## config.mk

```make
export PLATFORM = sky130hd
export DESIGN_NAME = draw_player_flat
export DESIGN_NICKNAME = d
export VERILOG_FILES = /design/src/rtl/draw_player_if.sv /design/src/rtl/draw_player.sv /design/src/flat_wrapper.sv
export SDC_FILE = /design/constraint.sdc
export NUM_CORES = 1
export LEC_CHECK = 0
export BUFFER_PORTS_ARGS = -buffer_cell sky130_fd_sc_hd__buf_4
export CORE_UTILIZATION = 57
export CTS_CLUSTER_DIAMETER = 100
export DETAILED_ROUTE_END_ITERATION = 12
export PLACE_DENSITY = 0.83
export SETUP_SLACK_MARGIN = 0.2
export SYNTH_ARGS = -nofsm -noshare
export SYNTH_HDL_FRONTEND = slang
export SYNTH_SLANG_ARGS = --single-unit
```

## constraint.sdc

```tcl
create_clock -name clk -period 4.3 [get_ports clk]
set_input_delay 0 -clock clk [delete_from_list [all_inputs] [get_ports clk]]
set_output_delay 0 -clock clk [all_outputs]
set_load 0.01 [all_outputs]
```

## src/rtl/draw_player_if.sv

```systemverilog
// VGA stream bundle shared by the drawing stages of the video pipeline.
// The src modport drives the stream and the snk modport consumes it.
interface vga_if;
    logic [10:0] hcount;
    logic [10:0] vcount;
    logic        hsync;
    logic        vsync;
    logic        hblnk;
    logic        vblnk;
    logic [11:0] rgb;

    modport src (output hcount, vcount, hsync, vsync, hblnk, vblnk, rgb);
    modport snk (input  hcount, vcount, hsync, vsync, hblnk, vblnk, rgb);
endinterface

```

## src/rtl/draw_player.sv

```systemverilog
// Player sprite overlay: the position is latched once per frame, the sprite is read from a
// synchronous ROM, and key-colour pixels are transparent. Every field has a fixed 3-clock delay.
module draw_player #(
    parameter int          SPRITE_W  = 32,
    parameter int          SPRITE_H  = 32,
    parameter int          ADDR_BITS = 10,
    parameter logic [11:0] KEY_COLOR = 12'h0F0,
    parameter int          H_ACTIVE  = 1024,
    parameter int          V_ACTIVE  = 768
) (
    input  logic                 clk,
    input  logic                 rst,
    input  logic                 game_en,
    input  logic [10:0]          xpos,
    input  logic [10:0]          ypos,
    input  logic                 mirror,
    output logic [ADDR_BITS-1:0] rom_addr,
    input  logic [11:0]          rom_rgb,
    vga_if.snk                   in,
    vga_if.src                   out
);

    localparam int          COL_BITS = $clog2(SPRITE_W);
    localparam logic [10:0] X_MAX    = 11'(H_ACTIVE - SPRITE_W);
    localparam logic [10:0] Y_MAX    = 11'(V_ACTIVE - SPRITE_H);
    localparam logic [11:0] W_EXT    = 12'(SPRITE_W);
    localparam logic [11:0] H_EXT    = 12'(SPRITE_H);

    function automatic logic [10:0] clamp_pos(input logic [10:0] pos, input logic [10:0] lim);
        return (pos > lim) ? lim : pos;
    endfunction

    function automatic logic [11:0] select_rgb(input logic        blank,
                                               input logic        hit,
                                               input logic [11:0] sprite,
                                               input logic [11:0] menu);
        if (blank)
            return 12'h000;
        else if (hit && (sprite != KEY_COLOR))
            return sprite;
        else
            return menu;
    endfunction

    logic                 r_vblnk_d;
    logic [10:0]          r_x_l;
    logic [10:0]          r_y_l;
    logic                 r_mirror_l;

    logic [10:0]          r_hcount_p1, r_vcount_p1;
    logic                 r_hsync_p1, r_vsync_p1, r_hblnk_p1, r_vblnk_p1;
    logic [11:0]          r_rgb_p1;
    logic                 r_hit_p1;

    logic [10:0]          r_hcount_p2, r_vcount_p2;
    logic                 r_hsync_p2, r_vsync_p2, r_hblnk_p2, r_vblnk_p2;
    logic [11:0]          r_rgb_p2;
    logic                 r_hit_p2;

    logic [11:0]          w_x_end;
    logic [11:0]          w_y_end;
    logic                 w_inside;
    logic                 w_hit;
    logic [COL_BITS-1:0]  w_col_raw;
    logic [COL_BITS-1:0]  w_col;
    logic [10:0]          w_row;
    logic [ADDR_BITS-1:0] w_addr;

    // 12-bit ends keep x_l+SPRITE_W from wrapping near the clamp limits.
    assign w_x_end   = {1'b0, r_x_l} + W_EXT;
    assign w_y_end   = {1'b0, r_y_l} + H_EXT;
    assign w_inside  = (in.hcount >= r_x_l) && ({1'b0, in.hcount} < w_x_end) &&
                       (in.vcount >= r_y_l) && ({1'b0, in.vcount} < w_y_end);
    assign w_hit     = w_inside && game_en;
    assign w_col_raw = COL_BITS'(in.hcount - r_x_l);
    // With a power-of-two width, (SPRITE_W-1)-col is the bitwise complement of col.
    assign w_col     = r_mirror_l ? ~w_col_raw : w_col_raw;
    assign w_row     = in.vcount - r_y_l;
    assign w_addr    = ADDR_BITS'({w_row, w_col});

    // Position latch: reloaded only on the rising edge of vblank.
    always_ff @(posedge clk) begin
        if (!rst) begin
            r_vblnk_d  <= 1'b0;
            r_x_l      <= '0;
            r_y_l      <= '0;
            r_mirror_l <= 1'b0;
        end else begin
            r_vblnk_d <= in.vblnk;
            if (in.vblnk && !r_vblnk_d) begin
                r_x_l      <= clamp_pos(xpos, X_MAX);
                r_y_l      <= clamp_pos(ypos, Y_MAX);
                r_mirror_l <= mirror;
            end
        end
    end

    // Stage 1: register the stream and issue the ROM address.
    always_ff @(posedge clk) begin
        if (!rst) begin
            r_hcount_p1 <= '0;
            r_vcount_p1 <= '0;
            r_hsync_p1  <= 1'b0;
            r_vsync_p1  <= 1'b0;
            r_hblnk_p1  <= 1'b0;
            r_vblnk_p1  <= 1'b0;
            r_rgb_p1    <= '0;
            r_hit_p1    <= 1'b0;
            rom_addr    <= '0;
        end else begin
            r_hcount_p1 <= in.hcount;
            r_vcount_p1 <= in.vcount;
            r_hsync_p1  <= in.hsync;
            r_vsync_p1  <= in.vsync;
            r_hblnk_p1  <= in.hblnk;
            r_vblnk_p1  <= in.vblnk;
            r_rgb_p1    <= in.rgb;
            r_hit_p1    <= w_hit;
            rom_addr    <= w_hit ? w_addr : '0;
        end
    end

    // Stage 2: wait out the ROM read latency.
    always_ff @(posedge clk) begin
        if (!rst) begin
            r_hcount_p2 <= '0;
            r_vcount_p2 <= '0;
            r_hsync_p2  <= 1'b0;
            r_vsync_p2  <= 1'b0;
            r_hblnk_p2  <= 1'b0;
            r_vblnk_p2  <= 1'b0;
            r_rgb_p2    <= '0;
            r_hit_p2    <= 1'b0;
        end else begin
            r_hcount_p2 <= r_hcount_p1;
            r_vcount_p2 <= r_vcount_p1;
            r_hsync_p2  <= r_hsync_p1;
            r_vsync_p2  <= r_vsync_p1;
            r_hblnk_p2  <= r_hblnk_p1;
            r_vblnk_p2  <= r_vblnk_p1;
            r_rgb_p2    <= r_rgb_p1;
            r_hit_p2    <= r_hit_p1;
        end
    end

    // Stage 3: merge the sprite pixel into the outgoing stream.
    always_ff @(posedge clk) begin
        if (!rst) begin
            out.hcount <= '0;
            out.vcount <= '0;
            out.hsync  <= 1'b0;
            out.vsync  <= 1'b0;
            out.hblnk  <= 1'b0;
            out.vblnk  <= 1'b0;
            out.rgb    <= '0;
        end else begin
            out.hcount <= r_hcount_p2;
            out.vcount <= r_vcount_p2;
            out.hsync  <= r_hsync_p2;
            out.vsync  <= r_vsync_p2;
            out.hblnk  <= r_hblnk_p2;
            out.vblnk  <= r_vblnk_p2;
            out.rgb    <= select_rgb(r_hblnk_p2 || r_vblnk_p2, r_hit_p2, rom_rgb, r_rgb_p2);
        end
    end

endmodule

```

## src/flat_wrapper.sv

```systemverilog
// flat-port wrapper written by rule: the top's interface ports become plain ports
module draw_player_flat 
#(
    parameter int          SPRITE_W  = 32,
    parameter int          SPRITE_H  = 32,
    parameter int          ADDR_BITS = 10,
    parameter logic [11:0] KEY_COLOR = 12'h0F0,
    parameter int          H_ACTIVE  = 1024,
    parameter int          V_ACTIVE  = 768
)
  (clk, rst, game_en, xpos, ypos, mirror, rom_addr, rom_rgb, in_hcount, in_vcount, in_hsync, in_vsync, in_hblnk, in_vblnk, in_rgb, out_hcount, out_vcount, out_hsync, out_vsync, out_hblnk, out_vblnk, out_rgb);
  vga_if in_i ();
  vga_if out_i ();
  input  logic clk;
  input  logic rst;
  input  logic game_en;
  input  logic [10:0] xpos;
  input  logic [10:0] ypos;
  input  logic mirror;
  output logic [ADDR_BITS-1:0] rom_addr;
  input  logic [11:0] rom_rgb;
  input wire logic [$bits(in_i.hcount)-1:0] in_hcount;
  input wire logic [$bits(in_i.vcount)-1:0] in_vcount;
  input wire logic [$bits(in_i.hsync)-1:0] in_hsync;
  input wire logic [$bits(in_i.vsync)-1:0] in_vsync;
  input wire logic [$bits(in_i.hblnk)-1:0] in_hblnk;
  input wire logic [$bits(in_i.vblnk)-1:0] in_vblnk;
  input wire logic [$bits(in_i.rgb)-1:0] in_rgb;
  output wire logic [$bits(out_i.hcount)-1:0] out_hcount;
  output wire logic [$bits(out_i.vcount)-1:0] out_vcount;
  output wire logic [$bits(out_i.hsync)-1:0] out_hsync;
  output wire logic [$bits(out_i.vsync)-1:0] out_vsync;
  output wire logic [$bits(out_i.hblnk)-1:0] out_hblnk;
  output wire logic [$bits(out_i.vblnk)-1:0] out_vblnk;
  output wire logic [$bits(out_i.rgb)-1:0] out_rgb;
  assign in_i.hcount = in_hcount;
  assign in_i.vcount = in_vcount;
  assign in_i.hsync = in_hsync;
  assign in_i.vsync = in_vsync;
  assign in_i.hblnk = in_hblnk;
  assign in_i.vblnk = in_vblnk;
  assign in_i.rgb = in_rgb;
  assign out_hcount = out_i.hcount;
  assign out_vcount = out_i.vcount;
  assign out_hsync = out_i.hsync;
  assign out_vsync = out_i.vsync;
  assign out_hblnk = out_i.hblnk;
  assign out_vblnk = out_i.vblnk;
  assign out_rgb = out_i.rgb;
  draw_player #(.SPRITE_W(SPRITE_W), .SPRITE_H(SPRITE_H), .ADDR_BITS(ADDR_BITS), .KEY_COLOR(KEY_COLOR), .H_ACTIVE(H_ACTIVE), .V_ACTIVE(V_ACTIVE)) u_core (.clk(clk), .rst(rst), .game_en(game_en), .xpos(xpos), .ypos(ypos), .mirror(mirror), .rom_addr(rom_addr), .rom_rgb(rom_rgb), .in(in_i), .out(out_i));
endmodule
```

==> impl_metrics.csv <==
group,metric,value,unit
status,outcome,"completed",
setup_path,regToRegStartpoint,"u_core.r_x_l[5]",
setup_path,worst_path_dominant_cell_family,"compound AO/OA/AOI/OAI gates",
logic_synthesis,synth_area_leaders,"dfxtp_1, and2_1, ha_1, xnor2_1, a21oi_1",
setup_path,cp_slowest_cell,"o2111ai_1",
logic_synthesis,synth_most_common_cell,"dfxtp_1",
cells_and_area,drive_gt1_share,21.6,%
cts,cts_max_path_buffers,2,
logic_synthesis,ys_seq_area_share,54.3,%
timing,min_period_over_period,66.6,%
cells_and_area,nNetsFinal,855,
placement,dp_cells,765,
logic_synthesis,post_synthesis_cell_area,5500,um2
drt,routed_via_density,5.06,
drt,drt_drc_violations_left,0,
placement,place.gp.congestion,0.827,
setup_path,crit_path_max_incr_delay,0.61,ns
power,pwr-share-clk,42.8,%
cells_and_area,flow.area_growth_from_synthesis,44.0,%
cells_and_area,design_area,7910,um2
placement,detailedPlacementHpwl,7.89,mm
drt,dr.first_iter.drc_count,151,
global_routing,global_route_wire_length_before_repair,20.7,mm
power,netSwitchingFraction,24.4,%
setup_path,cp_common_cell,"ha_1",
cts,cts.sinks,149,
global_routing,gr-total-overflow,0,
drt,routed_wirelength,13.3,mm
flow_run,max_cap_violations,0,
timing,tightestPinTransition,1.19,ns
worst_hold_path,worst_hold_path_type,"primary input to flip-flop",
timing,skew,0.00902,ns
placement,pre_cts_slack,1.65,ns
cts,cts.reportedPaths.clkPinSlew,0.06,ns
setup_path,cp.buffers_inverters,0,
setup_path,ff2ff_path_depth,9,
setup_path,startpoint_type,"flip-flop",
setup_path,worstPathMaxFanout,11,
drt,wire_per_inst,15.1,um
logic_synthesis,post_synth_most_frequent_cells,"dfxtp_1, and2_1, ha_1, inv_1, nor2_1",
global_routing,first_global_vias,4510,
drt,vias,4471,
setup_path,cp.required,4.70,ns
cells_and_area,final_util,85.2,%
setup_path,end_of_the_worst_register_to_register_path,"u_core.rom_addr[9]",
placement,io_buffers,123,
power,power_per_cell_area,403,nW/um2
timing,max_slew_margin,20.4,%
timing,finalSetupViolations,0,
cts,clock_tree.root_cell,"clkbuf_8",
power,power.share.combinational,11.5,%
worst_hold_path,min_delay_endpoint,"u_core.r_vcount_p2[2]",
timing,fin_crit,2.86,ns
cells_and_area,final-instance-count-excl-fill,883,
setup_path,timing.critical_path.cells,"ha_1 -> xnor2_1 -> ha_1 -> nand2_1 -> nor2_1 -> a211o_1 -> a31oi_1 -> o2111ai_1 -> nor4_1",
cts,cts.htree.levels,4,
logic_synthesis,yosys_register_bits,149,
global_routing,largest_net_degree_at_the_start_of_global_routing,105,
power,sequential_power_share,45.7,%
power,worst_ir_drop_vdd,217,uV
logic_synthesis,syn_nets,649,
global_routing,number_of_antenna_violations_at_the_first_check_in_global_routing,0,
logic_synthesis,synth.yosys.warnings,0,
setup_path,crit_type,"flip-flop to flip-flop",
cts,cts_tree,"built",
die,initial_utilization,59.2,%
power,leakagePower,3.52,nW
die,fp-row-count,35,
power,p_switching,0.777,mW
cts,cts-buffers-inserted,17,
power,total_power,3.19,mW
timing,timing_hold_violations_final,0,
die,chipWidth,100,um
logic_synthesis,netlist_instances,535,
drt,antenna_left,0,
timing,grt_setup_unrepaired,"false",
timing,setup_ws,1.44,ns
worst_hold_path,hold-path-cell-count,2,
power,p_int,2.41,mW
die,die_y,100,um
die,core-area,9280,um2
logic_synthesis,post_syn_area_per_cell,10.3,um2
logic_synthesis,synth-edff-count,0,
setup_path,critical_path_arrival,3.27,ns
die,top_level_ports,124,
die,die_area,10000,um2
cts,clock_latency_late_sink,0.51,ns
logic_synthesis,netlist.area_leader.share,54.3,%
logic_synthesis,netlist.top_cell.by_area,"dfxtp_1",
logic_synthesis,synth.lib_cells_used.distinct,42,
worst_hold_path,worstHoldStart,"rst",
timing,timing.final.max_slew_violations,0,
logic_synthesis,postSynth.asyncResetShare,0,%
placement,dpl_cell_area,6490,um2
cells_and_area,num_antenna_cells,0,
global_routing,groute.usage.overall,27.0,%
setup_path,worstSetupEndpointType,"flip-flop",
setup_path,r2r_slack,1.44,ns
timing,timing.fmax,0.349,GHz
drt,detail_route.first_pass.iterations,4,
timing,whs,0.100,ns
timing,setup-tns-final,0,ns
logic_synthesis,synth_ff_type,"dfxtp_1",
## how the worst max path moves through the flow
| stage | start | end | slack, ns | depth (start not counted) |
|---|---|---|---|---|
| after floorplan | u_core.r_y_l[0] | u_core.rom_addr[0] | 2.20 | 9 |
| after global placement | u_core.r_x_l[5] | u_core.rom_addr[9] | 1.82 | 9 |
| after detailed placement | u_core.r_x_l[5] | u_core.rom_addr[9] | 1.65 | 9 |
| after CTS | u_core.r_x_l[5] | u_core.rom_addr[9] | 1.46 | 9 |
| after global routing | u_core.r_x_l[5] | u_core.rom_addr[9] | 1.24 | 9 |
| final | u_core.r_x_l[5] | u_core.rom_addr[9] | 1.44 | 9 |
## power by group through the flow
stage,Combinational (mW),Clock (mW),Sequential (mW)
floorplan,0.169,0,1.49
global placement,0.276,0,1.48
detailed placement,0.287,0,1.49
CTS,0.354,1.39,1.46
global route,0.397,1.46,1.46
finish,0.366,1.37,1.46
## final cells by class
| cell class | instances | area [um2] |
|---|---|---|
| sequential | 149 | 2980 |
| fill | 499 | 1370 |
| timing repair buffer | 209 | 1780 |
| inverter | 29 | 109 |
| clock buffer | 17 | 414 |
| multi-input combinational | 335 | 2310 |
| clock inverter | 15 | 149 |
| tap | 129 | 161 |
## metal layers
metal	part of all wire (%)	wire length (um)	global-route usage [%]	vias up
met5	0	0	0	-
met4	1.9	257	9.59	0
met3	5.4	716	7.80	29
met2	53	7090	50.9	174
met1	40	5270	28.3	2074
li1	-	-	-	2194
## flip-flops by register name, summed over array words and instances (netlist names), 10 cells and up
register            cells
u_core.out.hcount      11
u_core.out.rgb         12
u_core.out.vcount      11
u_core.r_hcount_p1     11
u_core.r_hcount_p2     11
u_core.r_rgb_p1        12
u_core.r_rgb_p2        12
u_core.r_vcount_p1     11
u_core.r_vcount_p2     11
u_core.r_x_l           11
u_core.r_y_l           11
u_core.rom_addr        10
## repair_timing
item,in CTS,in global routing
hold buffers,86,0
endpoints found under the hold margin,77,0
setup endpoints to repair,0,0
resized for setup,0,0
setup buffers,0,0
## logic make-up after synthesis
kind of cell,count (synthesis),share of synthesized area (%)
AND/OR/NAND/NOR,207,21.0
AO/OA/AOI/OAI,68,8.52
adder cells (fa/ha/maj),38,8.93
flip-flops,149,54.3
XOR/XNOR,17,2.71
multiplexers,5,0.911
buffers and inverters,51,3.62
## cells in the final DEF (no fill, tap or decap), types with 6 or more instances in the layout
master	netlist	final
buf_4	1	123
inv_1	29	29
o21ai_0	6	6
nor2b_1	6	6
dlygate4sd3_1	0	86
dfxtp_1	149	149
and2_1	99	99
xnor2_1	13	13
clkbuf_16	0	16
a21oi_1	22	22
nand3_1	9	9
nor3_1	20	20
a21o_1	7	7
a22oi_1	7	7
nor2_1	28	28
a211oi_1	8	8
nand2_1	26	26
ha_1	36	36
Note: power is estimated with default switching activity, not from simulation.
